## config.mk

```make
export PLATFORM = sky130hd
export DESIGN_NAME = instr_fetch_unit
export DESIGN_NICKNAME = d
export VERILOG_FILES = /design/src/rtl/instr_fetch_unit.sv
export SDC_FILE = /design/constraint.sdc
export NUM_CORES = 1
export LEC_CHECK = 0
export ABC_CLOCK_PERIOD_IN_PS = 2200
export CORE_ASPECT_RATIO = 0.7
export CORE_MARGIN = 5
export CORE_UTILIZATION = 44
export DETAILED_ROUTE_END_ITERATION = 8
export PLACE_DENSITY = 0.86
export SLEW_MARGIN = 20
export SYNTH_ARGS = -nofsm -noshare
export SYNTH_HDL_FRONTEND = slang
export SYNTH_SLANG_ARGS = --single-unit
```

## constraint.sdc

```tcl
create_clock -name clk -period 2.2 [get_ports clk]
set_input_delay 0.22 -clock clk [delete_from_list [all_inputs] [get_ports clk]]
set_output_delay 0.22 -clock clk [all_outputs]
set_load 0.02 [all_outputs]
```

## src/rtl/instr_fetch_unit.sv

```systemverilog
// instr_fetch_unit
//   Multicycle-MIPS instruction fetch and PC read side. On start, the PC is
//   sampled into pc_q and classified (misaligned / outside the text segment /
//   fetchable). A fetchable PC issues one word read over a req/ack handshake.
//   The instruction register is loaded on ack. A one-cycle
//   instr_valid/pc_enable pulse then hands pc_next back to the PC register.
//   Faults are sticky until clear_fault.
//
// Ports
//   clk, reset          clock (rising edge), asynchronous active-low reset
//   start               fetch request, sampled only while idle
//   clear_fault         leave the fault state (ignored elsewhere)
//   pc_in               current PC from the PC register
//   mem_rdata, mem_ack  memory read data / read-complete strobe
//   mem_req, mem_addr   memory read request and word address
//   instr_out           instruction register
//   instr_valid         one-cycle pulse when a new instruction is latched
//   pc_enable           one-cycle PC register write enable
//   pc_next             pc_q + 4
//   busy                not idle
//   fault, fault_code   sticky fault flag and cause (01 misaligned,
//                       10 out of range, 11 timeout)
module instr_fetch_unit #(
  parameter int                     WORD_LENGTH = 32,
  parameter logic [WORD_LENGTH-1:0] TEXT_BASE   = 32'h0040_0000,
  parameter int                     ADDR_BITS   = 10,
  parameter int                     TIMEOUT     = 15
) (
  input  logic                   clk,
  input  logic                   reset,
  input  logic                   start,
  input  logic                   clear_fault,
  input  logic [WORD_LENGTH-1:0] pc_in,
  input  logic [WORD_LENGTH-1:0] mem_rdata,
  input  logic                   mem_ack,
  output logic                   mem_req,
  output logic [ADDR_BITS-1:0]   mem_addr,
  output logic [WORD_LENGTH-1:0] instr_out,
  output logic                   instr_valid,
  output logic                   pc_enable,
  output logic [WORD_LENGTH-1:0] pc_next,
  output logic                   busy,
  output logic                   fault,
  output logic [1:0]             fault_code
);

  localparam int CW = $clog2(TIMEOUT) + 1;
  // Segment size in bytes. One extra bit keeps the compare exact even when
  // the segment would fill the whole address space.
  localparam logic [WORD_LENGTH:0] SEG_BYTES = (WORD_LENGTH+1)'(1) << (ADDR_BITS + 2);

  localparam logic [1:0] FC_NONE     = 2'b00;
  localparam logic [1:0] FC_MISALIGN = 2'b01;
  localparam logic [1:0] FC_RANGE    = 2'b10;
  localparam logic [1:0] FC_TIMEOUT  = 2'b11;

  typedef enum logic [1:0] {IDLE, REQ, DONE, FAULT} state_t;

  state_t                 state;
  logic [WORD_LENGTH-1:0] pc_q;
  logic [CW-1:0]          wait_cnt;

  logic [WORD_LENGTH-1:0] in_offset;
  logic                   in_misaligned;
  logic                   in_out_of_range;

  assign in_offset       = pc_in - TEXT_BASE;
  assign in_misaligned   = (pc_in[1:0] != 2'b00);
  assign in_out_of_range = (pc_in < TEXT_BASE) || ({1'b0, in_offset} >= SEG_BYTES);

  assign pc_next = pc_q + WORD_LENGTH'(4);
  // The low address bits of a difference only depend on the low bits of its
  // operands, so the word address is taken from the narrow subtraction.
  assign mem_addr = pc_q[ADDR_BITS+1:2] - TEXT_BASE[ADDR_BITS+1:2];

  always_ff @(posedge clk or negedge reset) begin
    if (!reset) begin
      state       <= IDLE;
      pc_q        <= TEXT_BASE;
      wait_cnt    <= '0;
      mem_req     <= 1'b0;
      instr_out   <= '0;
      instr_valid <= 1'b0;
      pc_enable   <= 1'b0;
      busy        <= 1'b0;
      fault       <= 1'b0;
      fault_code  <= FC_NONE;
    end else begin
      // Pulses last exactly one cycle; only the REQ->DONE edge sets them.
      instr_valid <= 1'b0;
      pc_enable   <= 1'b0;
      case (state)
        IDLE: begin
          if (start) begin
            pc_q <= pc_in;
            busy <= 1'b1;
            if (in_misaligned) begin
              state      <= FAULT;
              fault      <= 1'b1;
              fault_code <= FC_MISALIGN;
            end else if (in_out_of_range) begin
              state      <= FAULT;
              fault      <= 1'b1;
              fault_code <= FC_RANGE;
            end else begin
              state    <= REQ;
              mem_req  <= 1'b1;
              wait_cnt <= '0;
            end
          end
        end
        REQ: begin
          // Ack is tested first so that it wins against a same-cycle timeout.
          if (mem_ack) begin
            state       <= DONE;
            mem_req     <= 1'b0;
            instr_out   <= mem_rdata;
            instr_valid <= 1'b1;
            pc_enable   <= 1'b1;
          end else if (wait_cnt == CW'(TIMEOUT - 1)) begin
            state      <= FAULT;
            mem_req    <= 1'b0;
            fault      <= 1'b1;
            fault_code <= FC_TIMEOUT;
          end else begin
            wait_cnt <= wait_cnt + CW'(1);
          end
        end
        DONE: begin
          state <= IDLE;
          busy  <= 1'b0;
        end
        FAULT: begin
          if (clear_fault) begin
            state      <= IDLE;
            busy       <= 1'b0;
            fault      <= 1'b0;
            fault_code <= FC_NONE;
          end
        end
        default: begin
          state      <= IDLE;
          mem_req    <= 1'b0;
          busy       <= 1'b0;
          fault      <= 1'b0;
          fault_code <= FC_NONE;
        end
      endcase
    end
  end

endmodule

```

**Word-level counts from Yosys, hierarchy flattened**

Index checks and enable logic that the tools add are counted.

- Add/sub/neg operators: 3
- Order comparisons: 2
- Eq/ne operators: 13
- Muxes and demuxes: 35
- Reductions and logical operators: 13

Operators by type and width:

| cell | count |
|---|---|
| $add 32x3->32 const B | 1 |
| $ge 32x13->1 const B | 1 |
| $lt 32x23->1 const B | 1 |
| $sub 32x23->32 const B | 1 |
| $mux 5 | 5 |
| $mux 2 | 10 |
| $mux 1 | 14 |
| $ne 2x2->1 const B | 7 |
| $reduce_and 6->1 | 2 |
| $pmux 5 s2 | 1 |
| $pmux 2 s4 | 1 |
| $ne 3x3->1 const B | 2 |
| $pmux 1 s3 | 2 |
| $pmux 2 s3 | 1 |
| $reduce_and 3->1 | 2 |
| $reduce_bool 3->1 | 2 |
| $add 5x1->5 const B | 1 |
| $eq 5x4->1 const B | 1 |
| $reduce_and 5->1 | 1 |
| $eq 2x2->1 const B | 2 |
| $reduce_and 2->1 | 2 |
| $reduce_bool 2->1 | 2 |
| $eq 2x1->1 const B | 1 |
| $logic_not 2->1 | 1 |
| other kinds (2) | 2 |

- Flip-flop bits (word level): 77
- Input bits: 69
- Output and inout port bits: 81
- Word-level logic and storage cells: 75

**Logic depth before layout (Yosys ltp)**

Gate-level depths: netlist of run 1.

- Depth after elaboration: 7
- Gate-level depth with buffers: 6
- Mapped depth without buffers: 6

**Worst setup path before layout of run 1**

OpenSTA, ideal clock, no wires.

- Path type: flip-flop to output port
- Start: register pc_q[2]
- End: output pc_next[26]
- Arrival time: 1630 ps
- Required time: 1980 ps
- Path slack: 350 ps
- Cell stages (with the launch flop): 6
- Buffers on the path: 0
- Cells stage by stage: dfrtp_1 > ha_1 > nand3_1 > nor4_4 > nand4_1 > xnor2_1

- Cells in the longest elaborated chain, start to end: 1

Ends and longest elaborated chain:

| item | line | RTL |
|---|---|---|
| start, declared | 60 | `logic [WORD_LENGTH-1:0] pc_q;` |
| start signal, assigned | 95 | `pc_q <= pc_in;` |
| $add 32x3->32 | 71 | `assign pc_next = pc_q + WORD_LENGTH'(4);` |
| end, declared | 41 | `output logic [WORD_LENGTH-1:0] pc_next,` |

No other way between the ends.

**Worst setup path after layout of run 1**

- Start: register pc_q[5]
- End: output pc_next[27]

Same word-level chain as after synthesis.

==> results of run 1 <==
[cells by family after synthesis]
| logic type | synth area share [%] |
|---|---|
| buffers and inverters | 4.975 |
| adders and majority gates | 0.9694 |
| and+or+nand+nor | 14.83 |
| muxes | 18.32 |
| AOI/OAI and AO/OA | 4.782 |
| DFF | 49.79 |
| xor gates and xnor gates | 6.333 |
[registers in the layout (all words and copies together) (netlist names)]
signal      cells
pc_q           32
mem_req         1
wait_cnt        5
fault           1
busy            1
pc_enable       1
state           2
fault_code      2
instr_out      32
[worst max path at each step]
stage             endpoint  slack [ns]    start
2_1_floorplan  pc_next[26]        0.35  pc_q[2]
3_3_place_gp   pc_next[23]      -0.005  pc_q[2]
3_5_place_dp   pc_next[23]       -0.08  pc_q[2]
4_1_cts        pc_next[24]       0.002  pc_q[2]
5_1_grt        pc_next[14]       -0.01  pc_q[2]
6_report       pc_next[27]        0.07  pc_q[5]
[layer usage]
metal	wire length (um)	part of all wire (%)	vias to the layer above
met5	0	0	-
met4	70	0.67	0
met3	678	6.5	10
met2	5470	53	104
met1	4176	40	1555
li1	-	-	1471
[area by class of cell]
type,count,area share (%)
clock buffer,10,4.015
clock inverter,6,2.249
timing repair buffer,177,28.13
tap,120,2.523
multi-input combinational,210,30.12
sequential,77,32.39
inverter,9,0.5676
[power breakdown]
part	total [uW]	internal [uW]	switching, uW	leakage [uW]
clock network	1810	1250	552	0.000183
registers	2750	2140	617	0.000906
logic	4800	2480	2330	0.00141
[layout by cell type (no fill, tap or decap), drive strengths merged, types with 6 or more instances in the layout]
master and instances:
nand4 10, nor2 10, and3 6, nor4 7
nand2 17, nand3 13, buf 39, mux2 63
xor2 6, dfrtp 76, xnor2 22, clkbuf 14
clkdlybuf4s15 6, inv 9, clkdlybuf4s50 122
[stage by stage]
step | setup TNS (ns) | worst slack (ns) | hold slack, ns | instance area, sq um
3_3_place_gp | -0.004847 | -0.004847 | 0.2243 | 5590
4_1_cts | 0 | 0.001990 | 0.4153 | 5948
5_1_grt | -0.06282 | -0.01492 | 0.4702 | 5952
2_1_floorplan | 0 | 0.3501 | -0.07559 | 3872
6_report | 0 | 0.07190 | 0.4095 | 5952
3_5_place_dp | -0.2266 | -0.08403 | 0.2313 | 5590
[repair_timing]
item / in CTS / in global routing
setup buffers: 0 / 1
hold endpoints to repair: 38 / 0
endpoints found under the setup margin: 26 / 22
hold buffers: 1 / 0
resized for setup: 83 / 20
pin swaps: 1 / 2
==> metrics.csv, run 1 <==
stage,metric,value,unit
critical_path,R2R Path End,wait_cnt[4],
cells_and_area,FF/Latch Area,0.001928,sq mm
synthesis,post-synthesis sequential area ratio,49.79,%
synthesis,Mapped Avg Cell Area,12.06,sq um
clock_tree,root buf cell,clkbuf_16,
global_route,M1 GR Usage,23.37,%
clock_tree,worst skew pair latency,0.33,ns
critical_path,cell count of the worst reg-to-reg path,4,
synthesis,Netlist cell types,49,
synthesis,top-area cell type share of the netlist area,49.11,%
clock_tree,TritonCTS clock tree,built,
clock_tree,clk sinks,77,
drt,routed vias/inst,5.156,
global_route,M3 GR Usage,6.709,%
cells_and_area,multi-input logic area,0.001793,sq mm
drt,Post-route DRC,0,
global_route,number of global-route vias before repair,3216,
global_route,Total GRT Usage,19.47,%
drt,ANT nets after route,0,
clock_tree,CTS HTree Levels,3,
cells_and_area,Final nets,556,
drt,WL final,10400,um
drt,drt wl/cell,17.07,um
synthesis,Netlist Area Pre-Place,0.003872,sq mm
status,status,"finished, final reports clean",
placed_design,DPL Wire Length,7968,um
synthesis,"top cells by count, synth","dfrtp_1 (76), mux2_2 (63), xnor2_1 (22)",
die,Placeable Area,0.008513,sq mm
sta,"Setup violations, final",0,
sta,Slew HR,65.70,%
synthesis,"EDFF count, synth",0,
critical_path,CP Max Fanout,8,
drt,First-pass DRT Iterations,4,
die,Die H,88.49,um
cells_and_area,share of layout cells above drive strength 1,30.27,%
global_route,GR Util met2,34.32,%
placed_design,GP Congestion,0.9174,
placed_design,dpl cells,591,
cells_and_area,fill count,632,
cells_and_area,final core occ,69.91,%
worst_hold_path,Worst Hold Class,input pin to asynchronous set/reset pin,
cells_and_area,P&R area growth vs syn,53.70,%
synthesis,Ys Warns,0,
synthesis,register bit total from synthesis,77,
die,Top-Level Pins,150,
cells_and_area,Layout Cells excl Fill,609,
synthesis,Post-Syn Nets,393,
job,MaxCap Viol Count,0,
clock_tree,CTS buffer count,9,
critical_path,CP cell instances,nand4_1 -> buf_4 -> nor4_4 -> buf_6 -> nand3_1 -> xnor2_1 -> clkdlybuf4s15_2,
critical_path,kind of critical path,flop to output port,
die,Die W,122.1,um
sta,final hold viol count,0,
critical_path,worst r2r src,state[1],
global_route,global route overflow,0,
global_route,first-pass GRT wire length,16330,um
synthesis,largest area contributor in the netlist,dfrtp_1,
synthesis,synthesized instance count,321,
power_and_ir_drop,total power,9362,uW
synthesis,most frequent cell after synthesis,dfrtp_1,
critical_path,WP data arrival,1.91,ns
critical_path,"Largest stage delay, worst path",0.38,ns
sta,Final min period,2.128,ns
critical_path,Startpoint Class,flop,
sta,final-report max-slew violation count,0,
die,Initial Util,45.49,%
sta,RSZ-0062 raised after global routing,yes,
drt,DRT iter0 DRCs,125,
synthesis,asr flop ratio synth,100.0,%
drt,via count,3140,
die,full die area,0.01081,sq mm
power_and_ir_drop,Max IR drop VDD,0.7702,mV
sta,Worst Clk Skew,0.005307,ns
critical_path,CP Capture Type,output port,
critical_path,R2R Setup Slk,0.38,ns
synthesis,leading register cell type out of synthesis,dfrtp_1,
critical_path,critical path's top delay family,buffers and inverters,
sta,Slew @ Worst Pin,0.5135,ns
placed_design,Port Buf Inserts,149,
global_route,largest net degree at the start of global routing,40,
clock_tree,CTS max path bufs,2,
sta,fmax,0.4699,GHz
critical_path,stages on the worst setup path,7,
power_and_ir_drop,static leakage,0.002498,uW
critical_path,Critical-path top delay cell,dfrtp_1,
synthesis,synth top area cells,"dfrtp_1 (49%), mux2_2 (18%), xnor2_1 (5.0%), buf_4 (2.7%), nand2_1 (1.6%)",
critical_path,WP data required,1.98,ns
power_and_ir_drop,power per cell area,1573,mW/mm^2
global_route,most used routing layer in global routing,met2,
cells_and_area,number of diodes,0,
die,# rows,28,
sta,period utilization,96.73,%
clock_tree,"Clk pin slew, worst setup/hold paths",0.05,ns
global_route,initial antenna violation count,0,
critical_path,Buffers & Inverters on Critical Path,3,
No activity file was read; power rests on OpenSTA's default activity.
==> run 2, diff against run 1 <==
Settings changed: ABC_CLOCK_PERIOD_IN_PS 2200 to 2500, CORE_UTILIZATION 44 to 35, PLACE_DENSITY 0.86 to 0.72.
Clock period 2.2 ns to 2.5 ns, I/O delays scaled along.
==> metrics.csv, run 2 (synthesized netlist as in run 1, its figures left out) <==
stage,metric,value,unit
placed_design,Port Buf Inserts,149,
global_route,initial antenna violation count,0,
sta,"crit path setup slack, layout",0.1137,ns
status,violated checks,hold timing,
drt,First-pass DRT Iterations,4,
sta,final hold viol count,76,
drt,via count,3022,
power_and_ir_drop,NetSw,2972,uW
cells_and_area,P&R area growth vs syn,49.50,%
global_route,first-pass GRT wire length,16220,um
critical_path,"Largest stage delay, worst path",0.62,ns
die,Top-Level Pins,150,
die,Die H,98.01,um
drt,ANT nets after route,0,
global_route,global route overflow,0,
critical_path,WP data required,2.25,ns
status,status,finished with violations,
placed_design,Place WS,0.02188,ns
sta,Final min period,2.386,ns
sta,final-report max-slew violation count,0,
drt,routed vias/inst,4.851,
clock_tree,TritonCTS clock tree,built,
cells_and_area,Final nets,537,
critical_path,Buffers & Inverters on Critical Path,2,
die,full die area,0.01330,sq mm
global_route,number of global-route vias before repair,3114,
clock_tree,worst skew pair latency,0.33,ns
critical_path,R2R Setup Slk,0.50,ns
placed_design,dpl cells,603,
global_route,largest net degree at the start of global routing,78,
cells_and_area,Layout Cells excl Fill,623,
sta,Slew @ Worst Pin,0.7229,ns
power_and_ir_drop,Max IR drop VDD,0.4677,mV
cells_and_area,most frequent cells in the layout,"clkdlybuf4s50_1 (124), dfrtp_1 (74), mux2_2 (63)",
power_and_ir_drop,Sw Ratio,38.27,%
sta,"Setup violations, final",0,
critical_path,WP data arrival,2.14,ns
cells_and_area,"commonest non-fill, non-tap cell in the layout",clkdlybuf4s50_1,
clock_tree,hold buffer count at cts,0,
cells_and_area,number of diodes,0,
worst_hold_path,Worst Hold Class,input pin to asynchronous set/reset pin,
clock_tree,CTS HTree Levels,3,
die,Die W,135.7,um
die,# rows,32,
power_and_ir_drop,Logic pwr share,49.8,%
global_route,Total GRT Usage,15.10,%
critical_path,Critical-path top delay cell,clkdlybuf4s50_1,
drt,DRT iter0 DRCs,142,
sta,Slew HR,51.80,%
power_and_ir_drop,Clock power frac,17.9,%
critical_path,cell count of the worst reg-to-reg path,4,
clock_tree,CTS buffer count,9,
power_and_ir_drop,power per cell area,1341,mW/mm^2
clock_tree,CTS max path bufs,2,
clock_tree,root buf cell,clkbuf_16,
sta,period utilization,95.45,%
cells_and_area,share of layout cells above drive strength 1,23.83,%
critical_path,CP Capture Type,output port,
critical_path,CP cell instances,nand4_1 -> buf_4 -> or2_2 -> xnor2_1 -> clkdlybuf4s50_1,
critical_path,Critical path origin,pc_q[4],
critical_path,Startpoint Class,flop,
power_and_ir_drop,Seq pwr share,32.3,%
clock_tree,clk sinks,77,
critical_path,CP Max Fanout,6,
drt,drt wl/cell,15.86,um
critical_path,worst r2r src,state[1],
power_and_ir_drop,static leakage,0.002374,uW
critical_path,R2R Path End,wait_cnt[0],
job,MaxCap Viol Count,0,
critical_path,kind of critical path,flop to output port,
drt,WL final,9881,um
sta,fmax,0.4191,GHz
power_and_ir_drop,Int Pwr,4792,uW
placed_design,GP Congestion,0.8549,
die,Placeable Area,0.01093,sq mm
drt,Post-route DRC,0,
die,Initial Util,35.43,%
clock_tree,"Clk pin slew, worst setup/hold paths",0.06,ns
placed_design,DPL Wire Length,7497,um
cells_and_area,top flop regs,"instr_out: 32 flops, pc_q: 32 flops, wait_cnt: 5 flops",
sta,Hold Worst Slack,-0.09212,ns
sta,Worst Clk Skew,0.005271,ns
critical_path,critical path's top delay family,buffers and inverters,
==> run 2: changes by cell type in the layout (fill, tap and decap cells not counted), moves of 3 or more <==
cell	before	now
clkdlybuf4s15_2	5	1
buf_4	24	7
buf_2	10	2
dlygate4sd2_1	5	17
clkbuf_2	4	1
==> run 2: what timing repair did <==
item	CTS	global route
pin swaps	3	0
resized for setup	34	10
endpoints found under the setup margin	23	13
buffers inserted	3	1
==> run 2: worst max path at each step <==
stage / endpoint / slack (ns) / depth (start not counted)
floorplan: pc_next[26] / 0.62 / 5
global placement: pc_next[31] / 0.1 / 5
detailed placement: pc_next[31] / 0.02 / 5
CTS: pc_next[30] / 0.01 / 7
global route: pc_next[22] / -0.03 / 7
finish: pc_next[7] / 0.11 / 5
==> run 2: layout make-up <==
class | instances | area [sq um]
clock buffer | 10 | 239.0
clock inverter | 6 | 86.33
fill | 957 | 5141
inverter | 9 | 33.78
multi-input combinational | 210 | 1764
sequential | 77 | 1931
tap | 153 | 191.4
timing repair buffer | 158 | 1544
==> run 2: power groups by stage <==
stage	Clock, uW	Sequential [uW]	Combinational, uW
global route	1500	2610	4140
finish	1390	2510	3870
detailed placement	0	2510	4040
floorplan	0	2730	2060
CTS	1430	2500	3920
global placement	0	2470	3990
==> run 2: stage by stage <==
step	cell area (sq um)	total power (uW)	utilization (%)	setup TNS (ns)
3_5_place_dp	5449	6546	49.85	0
2_1_floorplan	3872	4790	-	0
3_3_place_gp	5449	6458	49.85	0
6_report	5789	7764	52.96	0
4_1_cts	5779	7861	52.87	0
5_1_grt	5789	8253	52.96	-0.06543
==> run 2: metal layers <==
layer / global-route usage [%] / wire length, um
met3: 4.583 / 561
met1: 19.98 / 4429
met4: 3.563 / 106
met5: 0 / 0
met2: 24.43 / 4784
==> run 3, diff against run 2 <==
Settings changed: CAP_MARGIN set to 40.
==> metrics.csv, run 3 (synthesized netlist as in run 1, its figures left out) <==
stage,metric,value,unit
clock_tree,CTS buffer count,9,
critical_path,WP data required,2.25,ns
critical_path,CP Max Fanout,8,
cells_and_area,number of diodes,0,
drt,via count,3040,
clock_tree,TritonCTS clock tree,built,
cells_and_area,Final nets,539,
critical_path,WP data arrival,2.13,ns
die,# rows,32,
drt,Post-route DRC,0,
drt,DRT iter0 DRCs,136,
critical_path,kind of critical path,flop to output port,
sta,"Setup violations, final",0,
sta,Worst Clk Skew,0.005865,ns
global_route,global route overflow,0,
power_and_ir_drop,Max IR drop VDD,0.6379,mV
sta,fmax,0.4210,GHz
global_route,number of global-route vias before repair,3162,
sta,"crit path setup slack, layout",0.1247,ns
sta,final-report max-slew violation count,0,
critical_path,critical path endpoint,pc_next[22],
critical_path,"Largest stage delay, worst path",0.41,ns
drt,drt wl/cell,15.86,um
sta,setup_tns,0,ns
status,status,"finished, final reports clean",
cells_and_area,"commonest non-fill, non-tap cell in the layout",clkdlybuf4s50_1,
power_and_ir_drop,power per cell area,1344,mW/mm^2
drt,routed vias/inst,4.864,
clock_tree,CTS max path bufs,2,
sta,period utilization,95.01,%
die,Die W,135.7,um
drt,First-pass DRT Iterations,4,
placed_design,Port Buf Inserts,149,
critical_path,worst r2r src,state[1],
placed_design,DPL Wire Length,7614,um
placed_design,Place WS,0.02866,ns
cells_and_area,fill count,952,
clock_tree,CTS HTree Levels,3,
sta,final hold viol count,0,
die,Die H,98.01,um
power_and_ir_drop,total power,7817,uW
cells_and_area,top flop regs,"instr_out: 32 flops, pc_q: 32 flops, wait_cnt: 5 flops",
die,Placeable Area,0.01093,sq mm
global_route,Total GRT Usage,15.16,%
die,Top-Level Pins,150,
worst_hold_path,Worst Hold Class,input pin to asynchronous set/reset pin,
critical_path,R2R Setup Slk,0.47,ns
critical_path,CP cell instances,ha_2 -> nand3_2 -> nor4_4 -> buf_4 -> nand2_1 -> xnor2_1 -> dlygate4sd2_1,
global_route,most used routing layer in global routing,met2,
critical_path,Critical path origin,pc_q[2],
sta,Final min period,2.375,ns
die,full die area,0.01330,sq mm
clock_tree,clk sinks,77,
die,Initial Util,35.43,%
clock_tree,root buf cell,clkbuf_16,
critical_path,CP Capture Type,output port,
clock_tree,worst skew pair latency,0.33,ns
job,MaxCap Viol Count,0,
sta,Slew HR,63.22,%
placed_design,GP Congestion,0.8549,
sta,Slew @ Worst Pin,0.5508,ns
global_route,M1 GR Usage,20.03,%
critical_path,R2R Path End,wait_cnt[0],
cells_and_area,share of layout cells above drive strength 1,23.73,%
cells_and_area,most frequent cells in the layout,"clkdlybuf4s50_1 (124), dfrtp_1 (76), mux2_2 (63)",
clock_tree,"Clk pin slew, worst setup/hold paths",0.06,ns
critical_path,Critical-path top delay cell,dfrtp_1,
critical_path,Startpoint Class,flop,
global_route,first-pass GRT wire length,16210,um
drt,ANT nets after route,0,
global_route,initial antenna violation count,0,
critical_path,cell count of the worst reg-to-reg path,4,
cells_and_area,P&R area growth vs syn,50.24,%
drt,WL final,9915,um
power_and_ir_drop,static leakage,0.002393,uW
global_route,largest net degree at the start of global routing,57,
global_route,M3 GR Usage,4.583,%
global_route,GR Util met2,24.43,%
run 3: cell types whose count changed in the layout (fill, tap and decap cells not counted), sizes merged:
cell           delta
clkbuf            +3
dlygate4sd3       +1
bufinv            +1
clkdlybuf4s15     -1
dlygate4sd2       -2
clkinv            -1
buf               +1
run 3: how the worst min path moves through the flow:
stage / start / end / slack [ns] / cells past startpoint
6_report: reset / pc_q[1] / 0.36 / 2
2_1_floorplan: reset / busy / -0.05 / 0
4_1_cts: reset / instr_out[7] / 0.35 / 2
3_5_place_dp: reset / pc_q[1] / 0.17 / 1
5_1_grt: reset / wait_cnt[1] / 0.38 / 2
3_3_place_gp: reset / pc_q[0] / 0.48 / 1
run 3: final cells by class:
class	count	area, sq um	area share [%]
multi-input cells	210	1764	30.32
well taps	153	191.4	3.290
clock inverters	6	111.4	1.914
flip-flops and latches	77	1928	33.14
repair buffers	160	1560	26.82
inverters	9	33.78	0.5806
clock buffers	10	229.0	3.935
run 3: report_power, final:
part | leakage (uW) | internal (uW) | switching, uW
Sequential | 0.000906 | 1880 | 626
Clock | 0.000163 | 974 | 482
Combinational | 0.00132 | 2000 | 1860
run 3: layer usage:
| metal | wire (um) | up-vias |
|---|---|---|
| met4 | 102 | 0 |
| met1 | 4469 | 1501 |
| met2 | 4790 | 99 |
| li1 | - | 1430 |
| met5 | 0 | - |
| met3 | 552 | 10 |
run 3: worst max-delay path: cells and delay by family, from the launching register on:
kind          cells  cell delay [ns]
simple gates      3             0.50
buf+inv           2             0.54
fa+ha+maj         1             0.23
xor+xnor          1             0.12
flops             1             0.41
run 3: timing repair:
item / CTS / global route
hold buffers: 1 / 0
setup buffers: 4 / 0
resized for setup: 32 / 14
setup endpoints to repair: 23 / 13
gates cloned: 0 / 0
pin swaps: 3 / 0
hold endpoints to repair: 21 / 0
run 3: through the flow:
step / std cells / hold WS, ns / instance area [sq um] / utilization (%)
final: 625 / 0.3592 / 5818 / 53.23
after detailed placement: 604 / 0.1736 / 5477 / 50.10
after global placement: 603 / 0.4761 / 5449 / 49.85
after floorplan: 321 / -0.04559 / 3872 / -
after global routing: 625 / 0.3801 / 5818 / 53.23
after CTS: 625 / 0.3534 / 5837 / 53.40
